`src/rtl/nco_freq_meter_if.sv`:
```
// Bundles the enable/sample inputs and measurement results of nco_freq_meter.
// The master modport is the NCO/consumer side; the slave modport is the meter.
interface nco_freq_meter_if #(
  parameter int unsigned DAC_W = 4,
  parameter int unsigned CNT_W = 10,
  parameter int unsigned PER_W = 16
);
  logic             i_en;
  logic [DAC_W-1:0] i_dac;
  logic [CNT_W-1:0] o_freq_step;
  logic [PER_W-1:0] o_period;
  logic             o_valid;
  logic             o_overflow;
  logic             o_locked;

  modport master (
    output i_en,
    output i_dac,
    input  o_freq_step,
    input  o_period,
    input  o_valid,
    input  o_overflow,
    input  o_locked
  );

  modport slave (
    input  i_en,
    input  i_dac,
    output o_freq_step,
    output o_period,
    output o_valid,
    output o_overflow,
    output o_locked
  );
endinterface

```
`src/rtl/nco_freq_meter.sv`:
```
// Recovers an NCO tuning word from its DAC codes by counting hysteresis-comparator
// rising edges over a fixed gate window, and measures the edge-to-edge period.
module nco_freq_meter #(
  parameter int unsigned DAC_W     = 4,
  parameter int unsigned GATE_LOG2 = 16,
  parameter int unsigned CNT_W     = 10,
  parameter int unsigned PER_W     = 16,
  parameter int unsigned TH_HI     = 10,
  parameter int unsigned TH_LO     = 5
) (
  input logic            i_clk,
  input logic            i_rst,
  nco_freq_meter_if.slave bus
);

  localparam logic [GATE_LOG2-1:0] GateLast = '1;
  localparam logic [CNT_W-1:0]     CntMax   = '1;
  localparam logic [PER_W-1:0]     PerMax   = '1;
  localparam logic [DAC_W-1:0]     ThHi     = DAC_W'(TH_HI);
  localparam logic [DAC_W-1:0]     ThLo     = DAC_W'(TH_LO);

  typedef enum logic [1:0] {StIdle, StArm, StGate, StReport} state_e;

  state_e               state_q, state_d;
  logic [DAC_W-1:0]     dac_q, dac_d;
  logic                 cmp_q, cmp_d;
  logic                 rise_q, rise_d;
  logic [GATE_LOG2-1:0] gate_cnt_q, gate_cnt_d;
  logic [CNT_W-1:0]     edge_cnt_q, edge_cnt_d;
  logic                 ovf_q, ovf_d;
  logic [PER_W-1:0]     per_cnt_q, per_cnt_d;
  logic                 seen_q, seen_d;
  logic [CNT_W-1:0]     freq_step_q, freq_step_d;
  logic [PER_W-1:0]     period_q, period_d;
  logic                 valid_q, valid_d;
  logic                 overflow_q, overflow_d;
  logic                 locked_q, locked_d;

  // Front end: input register, hysteresis comparator, registered rising-edge event.
  always_comb begin
    dac_d = bus.i_dac;
    cmp_d = cmp_q;
    if (dac_q >= ThHi) begin
      cmp_d = 1'b1;
    end else if (dac_q <= ThLo) begin
      cmp_d = 1'b0;
    end
    rise_d = cmp_d & ~cmp_q;
  end

  always_comb begin
    state_d     = state_q;
    gate_cnt_d  = gate_cnt_q;
    edge_cnt_d  = edge_cnt_q;
    ovf_d       = ovf_q;
    freq_step_d = freq_step_q;
    overflow_d  = overflow_q;
    valid_d     = 1'b0;

    case (state_q)
      StIdle: begin
        if (bus.i_en) begin
          state_d = StArm;
        end
      end
      StArm: begin
        if (!cmp_q) begin
          state_d    = StGate;
          gate_cnt_d = '0;
          edge_cnt_d = '0;
          ovf_d      = 1'b0;
        end
      end
      StGate: begin
        gate_cnt_d = gate_cnt_q + 1'b1;
        if (rise_q) begin
          if (edge_cnt_q == CntMax) begin
            ovf_d = 1'b1;
          end else begin
            edge_cnt_d = edge_cnt_q + 1'b1;
          end
        end
        // Results are loaded on entry so they line up with the REPORT-cycle valid.
        if (gate_cnt_q == GateLast) begin
          state_d     = StReport;
          freq_step_d = edge_cnt_d;
          overflow_d  = ovf_d;
          valid_d     = 1'b1;
        end
      end
      StReport: begin
        state_d    = StGate;
        gate_cnt_d = '0;
        edge_cnt_d = '0;
        ovf_d      = 1'b0;
      end
      default: state_d = StIdle;
    endcase

    // Dropping enable discards the open window and keeps the last results.
    if (!bus.i_en) begin
      state_d     = StIdle;
      valid_d     = 1'b0;
      freq_step_d = freq_step_q;
      overflow_d  = overflow_q;
    end
  end

  // Period measurement and lock tracking, active from ARM onward.
  always_comb begin
    per_cnt_d = per_cnt_q;
    seen_d    = seen_q;
    period_d  = period_q;
    locked_d  = locked_q;

    if (state_q == StIdle) begin
      per_cnt_d = '0;
      seen_d    = 1'b0;
    end else if (rise_q) begin
      per_cnt_d = '0;
      seen_d    = 1'b1;
      if (seen_q) begin
        period_d = (per_cnt_q == PerMax) ? PerMax : per_cnt_q + 1'b1;
        locked_d = (per_cnt_q != PerMax);
      end
    end else if (per_cnt_q == PerMax) begin
      locked_d = 1'b0;
    end else begin
      per_cnt_d = per_cnt_q + 1'b1;
    end

    if (!bus.i_en) begin
      locked_d = 1'b0;
    end
  end

  always_ff @(posedge i_clk) begin
    if (i_rst) begin
      state_q     <= StIdle;
      dac_q       <= '0;
      cmp_q       <= 1'b0;
      rise_q      <= 1'b0;
      gate_cnt_q  <= '0;
      edge_cnt_q  <= '0;
      ovf_q       <= 1'b0;
      per_cnt_q   <= '0;
      seen_q      <= 1'b0;
      freq_step_q <= '0;
      period_q    <= '0;
      valid_q     <= 1'b0;
      overflow_q  <= 1'b0;
      locked_q    <= 1'b0;
    end else begin
      state_q     <= state_d;
      dac_q       <= dac_d;
      cmp_q       <= cmp_d;
      rise_q      <= rise_d;
      gate_cnt_q  <= gate_cnt_d;
      edge_cnt_q  <= edge_cnt_d;
      ovf_q       <= ovf_d;
      per_cnt_q   <= per_cnt_d;
      seen_q      <= seen_d;
      freq_step_q <= freq_step_d;
      period_q    <= period_d;
      valid_q     <= valid_d;
      overflow_q  <= overflow_d;
      locked_q    <= locked_d;
    end
  end

  assign bus.o_freq_step = freq_step_q;
  assign bus.o_period    = period_q;
  assign bus.o_valid     = valid_q;
  assign bus.o_overflow  = overflow_q;
  assign bus.o_locked    = locked_q;

endmodule

```
`src/flat_wrapper.sv`:
```
// flat-port wrapper written by rule: the top's interface ports become plain ports
module nco_freq_meter_flat 
#(
  parameter int unsigned DAC_W     = 4,
  parameter int unsigned GATE_LOG2 = 16,
  parameter int unsigned CNT_W     = 10,
  parameter int unsigned PER_W     = 16,
  parameter int unsigned TH_HI     = 10,
  parameter int unsigned TH_LO     = 5
)
  (i_clk, i_rst, bus_i_en, bus_i_dac, bus_o_freq_step, bus_o_period, bus_o_valid, bus_o_overflow, bus_o_locked);
  nco_freq_meter_if #(.DAC_W(DAC_W), .CNT_W(CNT_W), .PER_W(PER_W)) bus_i ();
  input logic i_clk;
  input logic i_rst;
  input wire logic [$bits(bus_i.i_en)-1:0] bus_i_en;
  input wire logic [$bits(bus_i.i_dac)-1:0] bus_i_dac;
  output wire logic [$bits(bus_i.o_freq_step)-1:0] bus_o_freq_step;
  output wire logic [$bits(bus_i.o_period)-1:0] bus_o_period;
  output wire logic [$bits(bus_i.o_valid)-1:0] bus_o_valid;
  output wire logic [$bits(bus_i.o_overflow)-1:0] bus_o_overflow;
  output wire logic [$bits(bus_i.o_locked)-1:0] bus_o_locked;
  assign bus_i.i_en = bus_i_en;
  assign bus_i.i_dac = bus_i_dac;
  assign bus_o_freq_step = bus_i.o_freq_step;
  assign bus_o_period = bus_i.o_period;
  assign bus_o_valid = bus_i.o_valid;
  assign bus_o_overflow = bus_i.o_overflow;
  assign bus_o_locked = bus_i.o_locked;
  nco_freq_meter #(.DAC_W(DAC_W), .GATE_LOG2(GATE_LOG2), .CNT_W(CNT_W), .PER_W(PER_W), .TH_HI(TH_HI), .TH_LO(TH_LO)) u_core (.i_clk(i_clk), .i_rst(i_rst), .bus(bus_i));
endmodule
```
`config.mk`:
```
export PLATFORM = sky130hd
export DESIGN_NAME = nco_freq_meter_flat
export DESIGN_NICKNAME = d
export VERILOG_FILES = /design/src/rtl/nco_freq_meter_if.sv /design/src/rtl/nco_freq_meter.sv /design/src/flat_wrapper.sv
export SDC_FILE = /design/constraint.sdc
export NUM_CORES = 1
export LEC_CHECK = 0
export ABC_AREA = 1
export BUFFER_PORTS_ARGS = -buffer_cell sky130_fd_sc_hd__buf_2
export CAP_MARGIN = 10
export CORE_MARGIN = 2
export CORE_UTILIZATION = 59
export DETAILED_ROUTE_END_ITERATION = 12
export PLACE_DENSITY = 0.79
export SYNTH_ARGS = -nofsm -noshare
export SYNTH_HDL_FRONTEND = slang
export SYNTH_SLANG_ARGS = --single-unit
```
`constraint.sdc`:
```
create_clock -name i_clk -period 1.7 [get_ports i_clk]
set_input_delay 0.17 -clock i_clk [delete_from_list [all_inputs] [get_ports i_clk]]
set_output_delay 0.17 -clock i_clk [all_outputs]
set_load 0.005 [all_outputs]
```
# Word-level counts from Yosys, hierarchy flattened
# Index checks and enable logic that the tools add are counted.
# classes
n_eq_ne,10
div,0
n_addsub,3
magnitude_cmp,2
n_mul,0
muxes,20
bitwise_logic,5
reduce_logical,12
shifts,0
# op_table
cell,count
16-bit case mux with 3 select lines,1
"16-bit by 1-bit adder with 16-bit output, second input constant",2
"16-bit equality test, second input constant",2
16-bit two-way mux,2
10-bit two-way mux,3
10-bit case mux with 3 select lines,1
"16-bit != test, second input constant",1
"10-bit by 1-bit adder with 10-bit output, second input constant",1
"10-bit equality test, second input constant",1
1-bit two-way mux,9
3-bit AND reduction,3
2-bit case mux with 4 select lines,1
3-bit OR reduction,2
"2-bit equality test, second input constant",2
"4-bit >= comparator, second input constant",1
"4-bit by 3-bit less-or-equal comparator with 1-bit output, second input constant",1
2-bit two-way mux,2
"2-bit != test, second input constant",2
1-bit NOT,4
2-bit AND reduction,2
2-bit OR reduction,2
1-bit case mux with 3 select lines,1
3-bit nonzero test,1
"2-bit by 1-bit equality test with 1-bit output, second input constant",1
other kinds (4),4
# word_totals
rom_bits,0
out_inout_bits,29
ramBits,0
ff_bits,81
latch_bits,0
memories,0

# Depth between registers and ports, before layout
# Gate-level depths: netlist of the first run.
# logic_depth
depth_word,4
mapped_depth,11
depth_no_buf,10

# Least setup slack after synthesis of the first run
# OpenSTA, ideal clock, no wires.
# synth_timing
kind,register -> register
startpoint,register u_core.gate_cnt_q[0]
endpoint,register u_core.freq_step_q[1] (netlist: u_core.bus.o_freq_step[1])
setup_slack_ns,0.283
required_ns,1.587
arrival_ns,1.304
stages_incl_launch_ff,12
path_cell_list,dfxtp_1 > ha_1 > nand2_2 > nor2_4 > nand3_4 > nor2_4 > nand2_4 > clkinv_2 > buf_6 > nand2_1 > nand2_1 > nor2_1
# synth_via
elab_chain_len,2
# synth_rtl
element,line,text
start: declaration,nco_freq_meter.sv:28,"logic [GATE_LOG2-1:0] gate_cnt_q, gate_cnt_d;"
start signal: assignment,nco_freq_meter.sv:158,gate_cnt_q <= gate_cnt_d;
16-bit equality test,nco_freq_meter.sv:84,if (gate_cnt_q == GateLast) begin
3-bit AND reduction (no source line),n/a,
end signal: assignment,nco_freq_meter.sv:163,freq_step_q <= freq_step_d;
end: declaration,nco_freq_meter.sv:33,"logic [CNT_W-1:0] freq_step_q, freq_step_d;"
# Every way passes these cells.
# A chain may end at the register's enable or synchronous reset.

# Worst setup path in the final report of the first run
# layout_timing
startpoint,register u_core.gate_cnt_q[1]
endpoint,register u_core.freq_step_q[5] (netlist: u_core.bus.o_freq_step[5])
# The elaborated chain is that of the path after synthesis.

==> metrics.txt, run 1 <==
# TYPE chip_impl_metric gauge
chip_impl_info{name="grt_setup_unrepaired",value="false"} 1
chip_impl_info{name="run_status",value="finished clean"} 1
chip_impl_info{name="cp-end-kind",value="flop"} 1
chip_impl_metric{name="ctsHoldBuffers",unit=""} 0
chip_impl_metric{name="cts_buffers",unit=""} 9
chip_impl_metric{name="floorplan.core_area",unit="µm²"} 6386
chip_impl_metric{name="timing.final.crit_share",unit=""} 0.9254
chip_impl_metric{name="drc_errors",unit=""} 0
chip_impl_metric{name="drtIter0Drc",unit=""} 195
chip_impl_info{name="largest_cells_by_area_after_synthesis",value="sky130_fd_sc_hd__dfxtp_1 (41%), sky130_fd_sc_hd__nand2_1 (12%), sky130_fd_sc_hd__nor2_1 (7.2%)"} 1
chip_impl_metric{name="initial_utilization",unit=""} 0.6123
chip_impl_metric{name="power_density",unit="nW/µm²"} 894.1
chip_impl_metric{name="netSwitchingPower",unit="mW"} 0.8269
chip_impl_metric{name="layout_min_cycle_time",unit="ns"} 1.573
chip_impl_metric{name="postPlaceCellArea",unit="µm²"} 4198
chip_impl_metric{name="syn_area",unit="µm²"} 3910
chip_impl_metric{name="worst_slew_pin_slew",unit="ns"} 0.3873
chip_impl_metric{name="sequentialPowerShare",unit=""} 0.470
chip_impl_metric{name="grt_pass1_vias",unit=""} 3407
chip_impl_metric{name="final_hold_viol_count",unit=""} 0
chip_impl_info{name="hold_path_class",value="input port to flop"} 1
chip_impl_metric{name="clock_latency",unit="ns"} 0.36
chip_impl_metric{name="synth_seq_area_share",unit=""} 0.4096
chip_impl_metric{name="finish.utilization",unit=""} 0.7055
chip_impl_metric{name="power_frac_comb",unit=""} 0.033
chip_impl_info{name="yosys.cell_count.top_type",value="sky130_fd_sc_hd__nand2_1"} 1
chip_impl_info{name="critical-path-slowest-cell",value="sky130_fd_sc_hd__dfxtp_1"} 1
chip_impl_metric{name="vias",unit=""} 3681
chip_impl_metric{name="synth_cells",unit=""} 557
chip_impl_metric{name="dieWidth",unit="µm"} 85.41
chip_impl_metric{name="stdcell_count",unit=""} 683
chip_impl_metric{name="slowest_delay",unit="ns"} 0.36
chip_impl_info{name="synth_area_leader_cell",value="sky130_fd_sc_hd__dfxtp_1"} 1
chip_impl_metric{name="syn2layout_area_growth",unit="%"} 15.23
chip_impl_metric{name="die_area",unit="µm²"} 7294
chip_impl_metric{name="numPortBuffers",unit=""} 34
chip_impl_metric{name="clock_power_share",unit=""} 0.497
chip_impl_metric{name="numPlacedInstances",unit=""} 667
chip_impl_metric{name="synth_fp_nets",unit=""} 567
chip_impl_metric{name="synth_edf_count",unit=""} 0
chip_impl_metric{name="async_flop_share",unit=""} 0
chip_impl_info{name="synth_top_flop_cell",value="sky130_fd_sc_hd__dfxtp_1"} 1
chip_impl_info{name="tritoncts",value="yes"} 1
chip_impl_metric{name="globalplace.congestion",unit=""} 0.9377
chip_impl_metric{name="clock_path_buffers",unit=""} 2
chip_impl_metric{name="dp_hpwl",unit="µm"} 6223
chip_impl_info{name="crit_type",value="flop to flop"} 1
chip_impl_info{name="synth.top_cells.by_count",value="sky130_fd_sc_hd__nand2_1 (125), sky130_fd_sc_hd__dfxtp_1 (80), sky130_fd_sc_hd__nor2_1 (75), sky130_fd_sc_hd__inv_1 (59), sky130_fd_sc_hd__a21oi_1 (41)"} 1
chip_impl_metric{name="fp.dieH",unit="µm"} 85.41
chip_impl_metric{name="length_of_the_first_detailed_routing_pass_in_iterations",unit=""} 7
chip_impl_metric{name="fin_area",unit="µm²"} 4506
chip_impl_metric{name="grt_antenna_before_repair",unit=""} 0
chip_impl_metric{name="drt-total-wl",unit="µm"} 8835
chip_impl_metric{name="avgSynthCellArea",unit="µm²"} 7.020
chip_impl_metric{name="detail_route.vias_per_cell",unit=""} 5.389
chip_impl_metric{name="grt_first_pass_wirelength",unit="µm"} 15260
chip_impl_info{name="cts.root.buffer_cell",value="sky130_fd_sc_hd__clkbuf_8"} 1
chip_impl_metric{name="num-nets-final",unit=""} 611
chip_impl_metric{name="max_slew_violation_count",unit=""} 0
chip_impl_metric{name="insertedDiodeCount",unit=""} 0
chip_impl_info{name="startpoint_type",value="flop"} 1
chip_impl_metric{name="post_route_cells_drive_above_1_share",unit=""} 0.1848
chip_impl_metric{name="grt_start_max_net_pins",unit=""} 31
chip_impl_metric{name="maxClockFrequency",unit="MHz"} 635.6
chip_impl_metric{name="setup_viol",unit=""} 0
chip_impl_info{name="crit_path_cell_trace",value="ha_1 -> nand2_2 -> nor2_4 -> nand3_4 -> nor2_4 -> nand2_4 -> a21oi_1 -> nor2_1"} 1
chip_impl_metric{name="fin_hold_ws",unit="ns"} 0.02377
chip_impl_metric{name="grt_overflow",unit=""} 0
chip_impl_metric{name="all_layer_global_routing_usage",unit=""} 0.2590
chip_impl_metric{name="power.switching_fraction",unit=""} 0.2053
chip_impl_metric{name="synth_top_area_frac",unit=""} 0.4096
chip_impl_info{name="path_common_cell",value="sky130_fd_sc_hd__nor2_4"} 1
chip_impl_metric{name="antenna_violating_nets_post_route",unit=""} 0
chip_impl_metric{name="yosys_warnings",unit=""} 0
chip_impl_metric{name="pin_count",unit=""} 36
chip_impl_metric{name="synth.distinct_cells",unit=""} 41
chip_impl_metric{name="tns",unit="ns"} 0
chip_impl_metric{name="power.static_leakage",unit="nW"} 1.963
chip_impl_metric{name="routed_length_per_instance",unit="µm"} 12.94
chip_impl_metric{name="fp-row-count",unit=""} 29
chip_impl_metric{name="max_cap_viols",unit=""} 0
chip_impl_metric{name="timing.clock.skew",unit="ns"} 0.006589
chip_impl_metric{name="power_report.internal_total",unit="mW"} 3.202
chip_impl_metric{name="crit_arrival",unit="ns"} 1.82
chip_impl_metric{name="tritoncts_num_sinks",unit=""} 80
chip_impl_metric{name="slew_headroom",unit=""} 0.7398
chip_impl_metric{name="timing.critical_path.required",unit="ns"} 1.95
chip_impl_metric{name="reg_clk_slew_reported_paths",unit="ns"} 0.08
chip_impl_metric{name="htree_levels",unit=""} 3
chip_impl_metric{name="postSynthRegisterBits",unit=""} 80
chip_impl_metric{name="path_max_fanout",unit=""} 9
chip_impl_metric{name="peakVddDrop",unit="mV"} 0.5452
## power by group through the flow
stage                     combinational (mW)  clock [mW]  sequential (mW)
after CTS                              0.132        2.01             1.89
after global placement                 0.128           0             1.94
after global routing                   0.144        2.10             1.90
after detailed placement               0.130           0             1.94
final                                  0.133        2.00             1.89
after floorplan                       0.0842           0             1.94
## path summary, 6_finish.rpt
path	start	to	slack, ns	cells past startpoint
worst max-delay path	u_core.gate_cnt_q[1]	u_core.bus.o_freq_step[5]	0.13	8
worst min-delay path	bus_i_dac[1]	u_core.dac_q[1]	0.02	3
worst max register to register	u_core.gate_cnt_q[1]	u_core.bus.o_freq_step[5]	0.13	8
worst min register to register	u_core.bus.o_freq_step[9]	u_core.bus.o_freq_step[9]	0.47	2
## sequential cells by signal, summed over array words and instances, names as in the netlist
name / flops
u_core.seen_q: 1
u_core.state_q: 2
u_core.bus.o_overflow: 1
u_core.bus.o_locked: 1
u_core.bus.o_freq_step: 10
u_core.per_cnt_q: 16
u_core.dac_q: 3
u_core.ovf_q: 1
u_core.rise_q: 1
u_core.gate_cnt_q: 16
u_core.bus.o_valid: 1
u_core.bus.o_period: 16
u_core.cmp_q: 1
u_core.edge_cnt_q: 10
## worst max-delay path: cells and delay by family (launching register included)
family                   cells  cell delay (ns)
AND/OR/NAND/NOR              6             0.71
adder cells (fa/ha/maj)      1             0.19
flip-flops                   1             0.36
AO/OA/AOI/OAI                1             0.21
## placed cells by master (no fill, tap or decap), types with 11 or more instances in the layout
master	n
sky130_fd_sc_hd__dfxtp_1	75
sky130_fd_sc_hd__a21oi_1	41
sky130_fd_sc_hd__o21ai_0	26
sky130_fd_sc_hd__inv_1	59
sky130_fd_sc_hd__buf_2	34
sky130_fd_sc_hd__nor2_1	75
sky130_fd_sc_hd__o21ai_1	11
sky130_fd_sc_hd__nand2_1	125
sky130_fd_sc_hd__nand3_1	37
sky130_fd_sc_hd__buf_4	14
## through the flow
step	power, mW	setup slack [ns]
floorplan	2.019	0.2831
global placement	2.064	0.1621
detailed placement	2.068	0.1084
CTS	4.040	0.08858
global route	4.136	0.001554
finish	4.028	0.1268
## cell families after synthesis
group	count (synthesis)	synth area share
flip-flops	80	0.4096
AND/OR/NAND/NOR	286	0.3414
AO/OA/AOI/OAI	91	0.1264
adder cells (fa/ha/maj)	3	0.009601
buffers and inverters	88	0.09280
XOR/XNOR	9	0.02016
## layer usage
metal,vias to the layer above,track usage,wire (µm)
met1,1668,0.3457,4153
met2,125,0.4027,3926
met3,22,0.04669,519
li1,1866,-,-
met4,0,0.1299,235
met5,-,0,0
## area by class of cell
class	count	area [µm²]
inverter	72	275.3
sequential	80	1608
timing repair buffer	49	286.5
clock inverter	7	167.7
clock buffer	9	123.9
fill	535	1881
tap	77	96.34
multi-input combinational	389	1948
## what timing repair did
action | in CTS | in global routing
gates resized for setup | 0 | 9
buffers inserted | 0 | 0
endpoints found under the setup margin | 0 | 13
Note: power is estimated with default switching activity, not from simulation.
==> run 2: changes to the inputs <==
--- a/config.mk
+++ b/config.mk
@@ -8,6 +8,7 @@
 export ABC_AREA = 1
 export BUFFER_PORTS_ARGS = -buffer_cell sky130_fd_sc_hd__buf_2
 export CAP_MARGIN = 10
+export CORE_ASPECT_RATIO = 2
 export CORE_MARGIN = 2
 export CORE_UTILIZATION = 59
 export DETAILED_ROUTE_END_ITERATION = 12
==> run 2 against run 1 <==
- via count shrank 2.3%
- sequential share of layout area shrank 0.075 points
- global-route usage shrank 0.65 points
- critical endpoint is now u_core.bus.o_period[10]
- largest cell class unchanged
==> metrics.txt, run 2 (synthesis gave the netlist of run 1 again) <==
# TYPE chip_impl_metric gauge
chip_impl_info{name="run_status",value="finished clean"} 1
chip_impl_metric{name="all_layer_global_routing_usage",unit=""} 0.2525
chip_impl_metric{name="fin_area",unit="µm²"} 4508
chip_impl_metric{name="maxClockFrequency",unit="MHz"} 609.9
chip_impl_metric{name="postPlaceCellArea",unit="µm²"} 4204
chip_impl_info{name="cts.root.buffer_cell",value="sky130_fd_sc_hd__clkbuf_16"} 1
chip_impl_metric{name="sequentialPowerShare",unit=""} 0.514
chip_impl_metric{name="setup_viol",unit=""} 0
chip_impl_metric{name="length_of_the_first_detailed_routing_pass_in_iterations",unit=""} 4
chip_impl_metric{name="worst_slew_pin_slew",unit="ns"} 0.4280
chip_impl_metric{name="met2_usage_grt",unit=""} 0.4033
chip_impl_metric{name="post_route_cells_drive_above_1_share",unit=""} 0.1826
chip_impl_metric{name="power.static_leakage",unit="nW"} 1.963
chip_impl_metric{name="met1_track_utilization_from_global_routing",unit=""} 0.3225
chip_impl_metric{name="htree_levels",unit=""} 3
chip_impl_metric{name="routed_length_per_instance",unit="µm"} 12.21
chip_impl_metric{name="stdcell_count",unit=""} 696
chip_impl_metric{name="power_report.internal_total",unit="mW"} 2.892
chip_impl_metric{name="fp.dieH",unit="µm"} 119.1
chip_impl_metric{name="power.switching_fraction",unit=""} 0.2160
chip_impl_metric{name="clock_latency",unit="ns"} 0.33
chip_impl_metric{name="clock_power_share",unit=""} 0.451
chip_impl_metric{name="detail_route.vias_per_cell",unit=""} 5.165
chip_impl_info{name="critical-path-slowest-cell",value="sky130_fd_sc_hd__dfxtp_2"} 1
chip_impl_metric{name="dieWidth",unit="µm"} 61.57
chip_impl_metric{name="grt_pass1_vias",unit=""} 3303
chip_impl_metric{name="reg_clk_slew_reported_paths",unit="ns"} 0.06
chip_impl_metric{name="crit_buf_inv",unit=""} 1
chip_impl_metric{name="clock_path_buffers",unit=""} 2
chip_impl_metric{name="drtIter0Drc",unit=""} 233
chip_impl_info{name="cp-end-kind",value="flop"} 1
chip_impl_metric{name="syn2layout_area_growth",unit="%"} 15.30
chip_impl_metric{name="path_max_fanout",unit=""} 5
chip_impl_info{name="crit_path_cell_trace",value="ha_2 -> nand2_2 -> nor3_4 -> nand4_4 -> nand2_4 -> buf_4 -> nor2_1 -> nor2_1"} 1
chip_impl_metric{name="fin_hold_ws",unit="ns"} 0.03425
chip_impl_info{name="final_cell_mix",value="sky130_fd_sc_hd__nand2_1 (125), sky130_fd_sc_hd__dfxtp_1 (77), sky130_fd_sc_hd__nor2_1 (75)"} 1
chip_impl_info{name="tritoncts",value="yes"} 1
chip_impl_info{name="mostFrequentLayoutCell",value="sky130_fd_sc_hd__nand2_1"} 1
chip_impl_metric{name="drt-total-wl",unit="µm"} 8501
chip_impl_metric{name="insertedDiodeCount",unit=""} 0
chip_impl_metric{name="globalplace.congestion",unit=""} 0.9057
chip_impl_metric{name="antenna_violating_nets_post_route",unit=""} 0
chip_impl_metric{name="initial_utilization",unit=""} 0.6000
chip_impl_metric{name="peakVddDrop",unit="mV"} 0.7265
chip_impl_metric{name="max_slew_violation_count",unit=""} 0
chip_impl_info{name="hold_path_class",value="input port to flop"} 1
chip_impl_info{name="crit_type",value="flop to flop"} 1
chip_impl_info{name="top_usage_layer",value="met2"} 1
chip_impl_metric{name="slew_headroom",unit=""} 0.7124
chip_impl_metric{name="numPortBuffers",unit=""} 34
chip_impl_metric{name="cts_buffers",unit=""} 9
chip_impl_metric{name="netSwitchingPower",unit="mW"} 0.7968
chip_impl_metric{name="groute.layer.met3.usage",unit=""} 0.05755
chip_impl_metric{name="pin_count",unit=""} 36
chip_impl_metric{name="vias",unit=""} 3595
chip_impl_metric{name="timing.final.crit_share",unit=""} 0.9644
chip_impl_metric{name="crit_arrival",unit="ns"} 1.91
chip_impl_metric{name="layout_min_cycle_time",unit="ns"} 1.640
chip_impl_metric{name="drc_errors",unit=""} 0
chip_impl_metric{name="timing.critical_path.required",unit="ns"} 1.97
chip_impl_metric{name="max_cap_viols",unit=""} 0
chip_impl_metric{name="grt_overflow",unit=""} 0
chip_impl_info{name="startpoint_type",value="flop"} 1
chip_impl_metric{name="power_frac_comb",unit=""} 0.035
chip_impl_metric{name="dp_hpwl",unit="µm"} 6121
chip_impl_metric{name="slowest_delay",unit="ns"} 0.35
chip_impl_metric{name="grt_antenna_before_repair",unit=""} 0
chip_impl_metric{name="n_fill_cell",unit=""} 583
chip_impl_metric{name="grt_first_pass_wirelength",unit="µm"} 14370
chip_impl_metric{name="fp-row-count",unit=""} 42
chip_impl_metric{name="num-nets-final",unit=""} 615
chip_impl_metric{name="grt_start_max_net_pins",unit=""} 20
chip_impl_metric{name="die_area",unit="µm²"} 7334
chip_impl_metric{name="numPlacedInstances",unit=""} 677
chip_impl_metric{name="final_hold_viol_count",unit=""} 0
chip_impl_metric{name="power_density",unit="nW/µm²"} 818.3
chip_impl_metric{name="power",unit="mW"} 3.689
chip_impl_metric{name="tritoncts_num_sinks",unit=""} 80
chip_impl_info{name="path_common_cell",value="sky130_fd_sc_hd__nor2_1"} 1
chip_impl_info{name="critPathTopFamily",value="simple AND/OR/NAND/NOR gates"} 1
chip_impl_metric{name="floorplan.core_area",unit="µm²"} 6516
chip_impl_metric{name="timing.clock.skew",unit="ns"} 0.006129
==> run 2: metal layers <==
layer | wire length [µm] | vias to the layer above
met5 | 0 | -
met4 | 180 | 0
met3 | 296 | 14
met2 | 4224 | 64
met1 | 3800 | 1634
li1 | - | 1883
==> run 2: stage by stage <==
stage / worst slack [ns] / TNS [ns] / util
after floorplan: 0.2831 / 0 / -
after global placement: 0.1454 / 0 / 0.6452
after detailed placement: 0.08561 / 0 / 0.6452
after CTS: 0.07194 / 0 / 0.6839
after global routing: -0.02570 / -0.07111 / 0.6918
final: 0.06045 / 0 / 0.6918
==> run 2: what timing repair did <==
action | CTS | global route
endpoints found under the hold margin | 0 | 0
setup buffers | 0 | 5
resized for setup | 0 | 10
hold buffers | 0 | 0
endpoints found under the setup margin | 0 | 10
==> run 2: final timing paths <==
check                        from  cells after the start                       to  slack [ns]
max           u_core.per_cnt_q[0]                      8  u_core.bus.o_period[10]        0.06
min                  bus_i_dac[2]                      3          u_core.dac_q[2]        0.03
max reg2reg   u_core.per_cnt_q[0]                      8  u_core.bus.o_period[10]        0.06
min reg2reg  u_core.gate_cnt_q[0]                      1     u_core.gate_cnt_q[0]        0.45
==> run 2: power groups by stage <==
stage	Clock (mW)	Sequential, mW	Combinational [mW]
2_1_floorplan	0	1.94	0.0842
3_3_place_gp	0	1.94	0.126
3_5_place_dp	0	1.94	0.127
4_1_cts	1.70	1.90	0.129
5_1_grt	1.77	1.90	0.143
6_report	1.66	1.90	0.129
==> run 2: area by class of cell <==
class	instances	area [µm²]	share of cell area
tap	88	110.1	0.02442
inverter	72	275.3	0.06106
multi-input combinational	389	1948	0.4321
clock buffer	10	229.0	0.05079
clock inverter	4	23.77	0.005273
timing repair buffer	53	316.6	0.07022
sequential	80	1605	0.3561
==> run 2: tightest hold or removal path: stages <==
cell                     delay, ns
sky130_fd_sc_hd__buf_2        0.07
sky130_fd_sc_hd__inv_1        0.03
sky130_fd_sc_hd__nor2_1       0.06
==> run 3: changes to the inputs <==
--- a/config.mk
+++ b/config.mk
@@ -10,9 +10,8 @@
 export CAP_MARGIN = 10
 export CORE_ASPECT_RATIO = 2
 export CORE_MARGIN = 2
-export CORE_UTILIZATION = 59
+export CORE_UTILIZATION = 30
 export DETAILED_ROUTE_END_ITERATION = 12
-export PLACE_DENSITY = 0.79
 export SYNTH_ARGS = -nofsm -noshare
 export SYNTH_HDL_FRONTEND = slang
 export SYNTH_SLANG_ARGS = --single-unit
==> run 3 against run 2 <==
- core utilization down 33 points
- critical path type unchanged
- worst hold slack about the same
- final cell count up 9.2%
- highest routed layer unchanged
- die area up 91%
- clock-buffer cell count up 3
- total power up 4.1%
- sequential power about the same
==> metrics.txt, run 3 (synthesis gave the netlist of run 1 again) <==
# TYPE chip_impl_metric gauge
chip_impl_metric{name="slew_headroom",unit=""} 0.7249
chip_impl_info{name="tritoncts",value="yes"} 1
chip_impl_metric{name="ctsHoldBuffers",unit=""} 0
chip_impl_metric{name="detail_route.vias_per_cell",unit=""} 4.641
chip_impl_metric{name="drc_errors",unit=""} 0
chip_impl_metric{name="numPortBuffers",unit=""} 34
chip_impl_metric{name="max_slew_violation_count",unit=""} 0
chip_impl_metric{name="insertedDiodeCount",unit=""} 0
chip_impl_metric{name="power",unit="mW"} 3.839
chip_impl_metric{name="peakVddDrop",unit="mV"} 0.6334
chip_impl_metric{name="drt-total-wl",unit="µm"} 8680
chip_impl_metric{name="place_ws",unit="ns"} 0.1281
chip_impl_metric{name="path_max_fanout",unit=""} 4
chip_impl_metric{name="grt_antenna_before_repair",unit=""} 0
chip_impl_metric{name="all_layer_global_routing_usage",unit=""} 0.1329
chip_impl_metric{name="final_hold_viol_count",unit=""} 0
chip_impl_metric{name="fp.dieH",unit="µm"} 165.5
chip_impl_metric{name="fp-row-count",unit=""} 59
chip_impl_metric{name="hold_path_depth",unit=""} 3
chip_impl_metric{name="tritoncts_num_sinks",unit=""} 80
chip_impl_metric{name="die_area",unit="µm²"} 14020
chip_impl_metric{name="length_of_the_first_detailed_routing_pass_in_iterations",unit=""} 5
chip_impl_metric{name="cts_buffers",unit=""} 9
chip_impl_metric{name="power_density",unit="nW/µm²"} 830.7
chip_impl_metric{name="grt_overflow",unit=""} 0
chip_impl_metric{name="pin_count",unit=""} 36
chip_impl_metric{name="setup_viol",unit=""} 0
chip_impl_metric{name="maxClockFrequency",unit="MHz"} 633.6
chip_impl_info{name="run_status",value="finished clean"} 1
chip_impl_metric{name="initial_utilization",unit=""} 0.3044
chip_impl_metric{name="drtIter0Drc",unit=""} 142
chip_impl_metric{name="grt_start_max_net_pins",unit=""} 26
chip_impl_metric{name="power.static_leakage",unit="nW"} 1.973
chip_impl_metric{name="timing.clock.skew",unit="ns"} 0.007187
chip_impl_metric{name="grt_first_pass_wirelength",unit="µm"} 15130
chip_impl_metric{name="crit_arrival",unit="ns"} 1.81
chip_impl_metric{name="num-nets-final",unit=""} 615
chip_impl_metric{name="layout_min_cycle_time",unit="ns"} 1.578
chip_impl_info{name="crit_type",value="flop to flop"} 1
chip_impl_info{name="hold_path_class",value="input port to flop"} 1
chip_impl_metric{name="dieWidth",unit="µm"} 84.73
chip_impl_metric{name="stdcell_count",unit=""} 760
chip_impl_info{name="startpoint_type",value="flop"} 1
chip_impl_metric{name="worst_slew_pin_slew",unit="ns"} 0.4095
chip_impl_metric{name="clock_path_buffers",unit=""} 2
chip_impl_metric{name="routed_length_per_instance",unit="µm"} 11.42
chip_impl_info{name="cp-end-kind",value="flop"} 1
chip_impl_metric{name="tns",unit="ns"} 0
chip_impl_metric{name="syn2layout_area_growth",unit="%"} 18.21
chip_impl_metric{name="globalplace.congestion",unit=""} 0.8425
chip_impl_metric{name="antenna_violating_nets_post_route",unit=""} 0
chip_impl_metric{name="vias",unit=""} 3527
chip_impl_metric{name="timing.critical_path.required",unit="ns"} 1.93
chip_impl_metric{name="reg2regPathDepth",unit=""} 8
chip_impl_metric{name="numPlacedInstances",unit=""} 741
chip_impl_metric{name="max_cap_viols",unit=""} 0
chip_impl_metric{name="dp_hpwl",unit="µm"} 6358
chip_impl_info{name="final_cell_mix",value="sky130_fd_sc_hd__nand2_1 (125), sky130_fd_sc_hd__dfxtp_1 (78), sky130_fd_sc_hd__nor2_1 (75)"} 1
chip_impl_metric{name="floorplan.core_area",unit="µm²"} 12840
chip_impl_metric{name="post_route_cells_drive_above_1_share",unit=""} 0.1776
chip_impl_metric{name="grt_pass1_vias",unit=""} 3313
chip_impl_metric{name="post_route_worst_setup_slack",unit="ns"} 0.1216
chip_impl_metric{name="clock_latency",unit="ns"} 0.33
chip_impl_info{name="grt_setup_unrepaired",value="false"} 1
chip_impl_info{name="cts.root.buffer_cell",value="sky130_fd_sc_hd__clkbuf_16"} 1
chip_impl_metric{name="timing.final.crit_share",unit=""} 0.9285
chip_impl_metric{name="htree_levels",unit=""} 3
chip_impl_metric{name="reg_clk_slew_reported_paths",unit="ns"} 0.06
chip_impl_info{name="mostFrequentLayoutCell",value="sky130_fd_sc_hd__nand2_1"} 1
chip_impl_metric{name="n_fill_cell",unit=""} 1398
==> run 3: cell types whose count changed in the layout (fill, tap and decap cells not counted), sizes merged <==
cell    change
clkbuf      +3
clkinv      -3
bufinv      +1
inv         -1
==> run 3: layer usage <==
layer / wire, µm / GRT usage
met5: 0 / 0
met4: 115 / 0.04257
met3: 346 / 0.03082
met2: 4009 / 0.2119
met1: 4208 / 0.1776
==> run 3: path summary, 6_finish.rpt <==
check | to | from | slack [ns]
min | u_core.dac_q[1] | bus_i_dac[1] | 0.03
max | u_core.bus.o_period[10] | u_core.per_cnt_q[1] | 0.12
max reg2reg | u_core.bus.o_period[10] | u_core.per_cnt_q[1] | 0.12
min reg2reg | u_core.cmp_q | u_core.dac_q[3] | 0.46
==> run 3: per-stage QoR <==
| step | hold WS [ns] | area, µm² | utilization |
|---|---|---|---|
| floorplan | 0.2770 | 3910 | - |
| global placement | 0.3719 | 4297 | 0.3345 |
| detailed placement | 0.3781 | 4297 | 0.3345 |
| CTS | 0.02527 | 4567 | 0.3555 |
| global route | 0.03967 | 4622 | 0.3598 |
| finish | 0.03450 | 4622 | 0.3598 |
==> run 3: cell type report <==
class / count / area (µm²) / area share
Multi-Input combinational cell: 389 / 1961 / 0.4242
Sequential cell: 80 / 1604 / 0.3470
Timing Repair Buffer: 53 / 325.3 / 0.07038
Inverter: 72 / 271.5 / 0.05874
Clock buffer: 13 / 240.2 / 0.05198
Tap cell: 152 / 190.2 / 0.04115
Clock inverter: 1 / 30.03 / 0.006497
==> run 3: timing repair <==
action / 4_1_cts / 5_1_grt
resized for setup: 0 / 6
setup endpoints to repair: 0 / 10
buffers inserted: 0 / 5
==> run 3: where the power goes <==
part / internal, mW / total (mW) / switching, mW
registers: 1.89 / 1.90 / 0.00988
logic: 0.0406 / 0.129 / 0.0885
clock network: 1.12 / 1.81 / 0.691
total: 3.05 / 3.84 / 0.790
==> run 3: critical path, stage by stage, from the launching register on <==
cell and delay [ns]:
sky130_fd_sc_hd__dfxtp_1 0.34, sky130_fd_sc_hd__ha_2 0.20, sky130_fd_sc_hd__nand2_2 0.10, sky130_fd_sc_hd__nor3_4 0.29, sky130_fd_sc_hd__buf_4 0.17, sky130_fd_sc_hd__nand2_1 0.05
sky130_fd_sc_hd__xor2_1 0.17, sky130_fd_sc_hd__nor2_1 0.11, sky130_fd_sc_hd__nor2_1 0.04
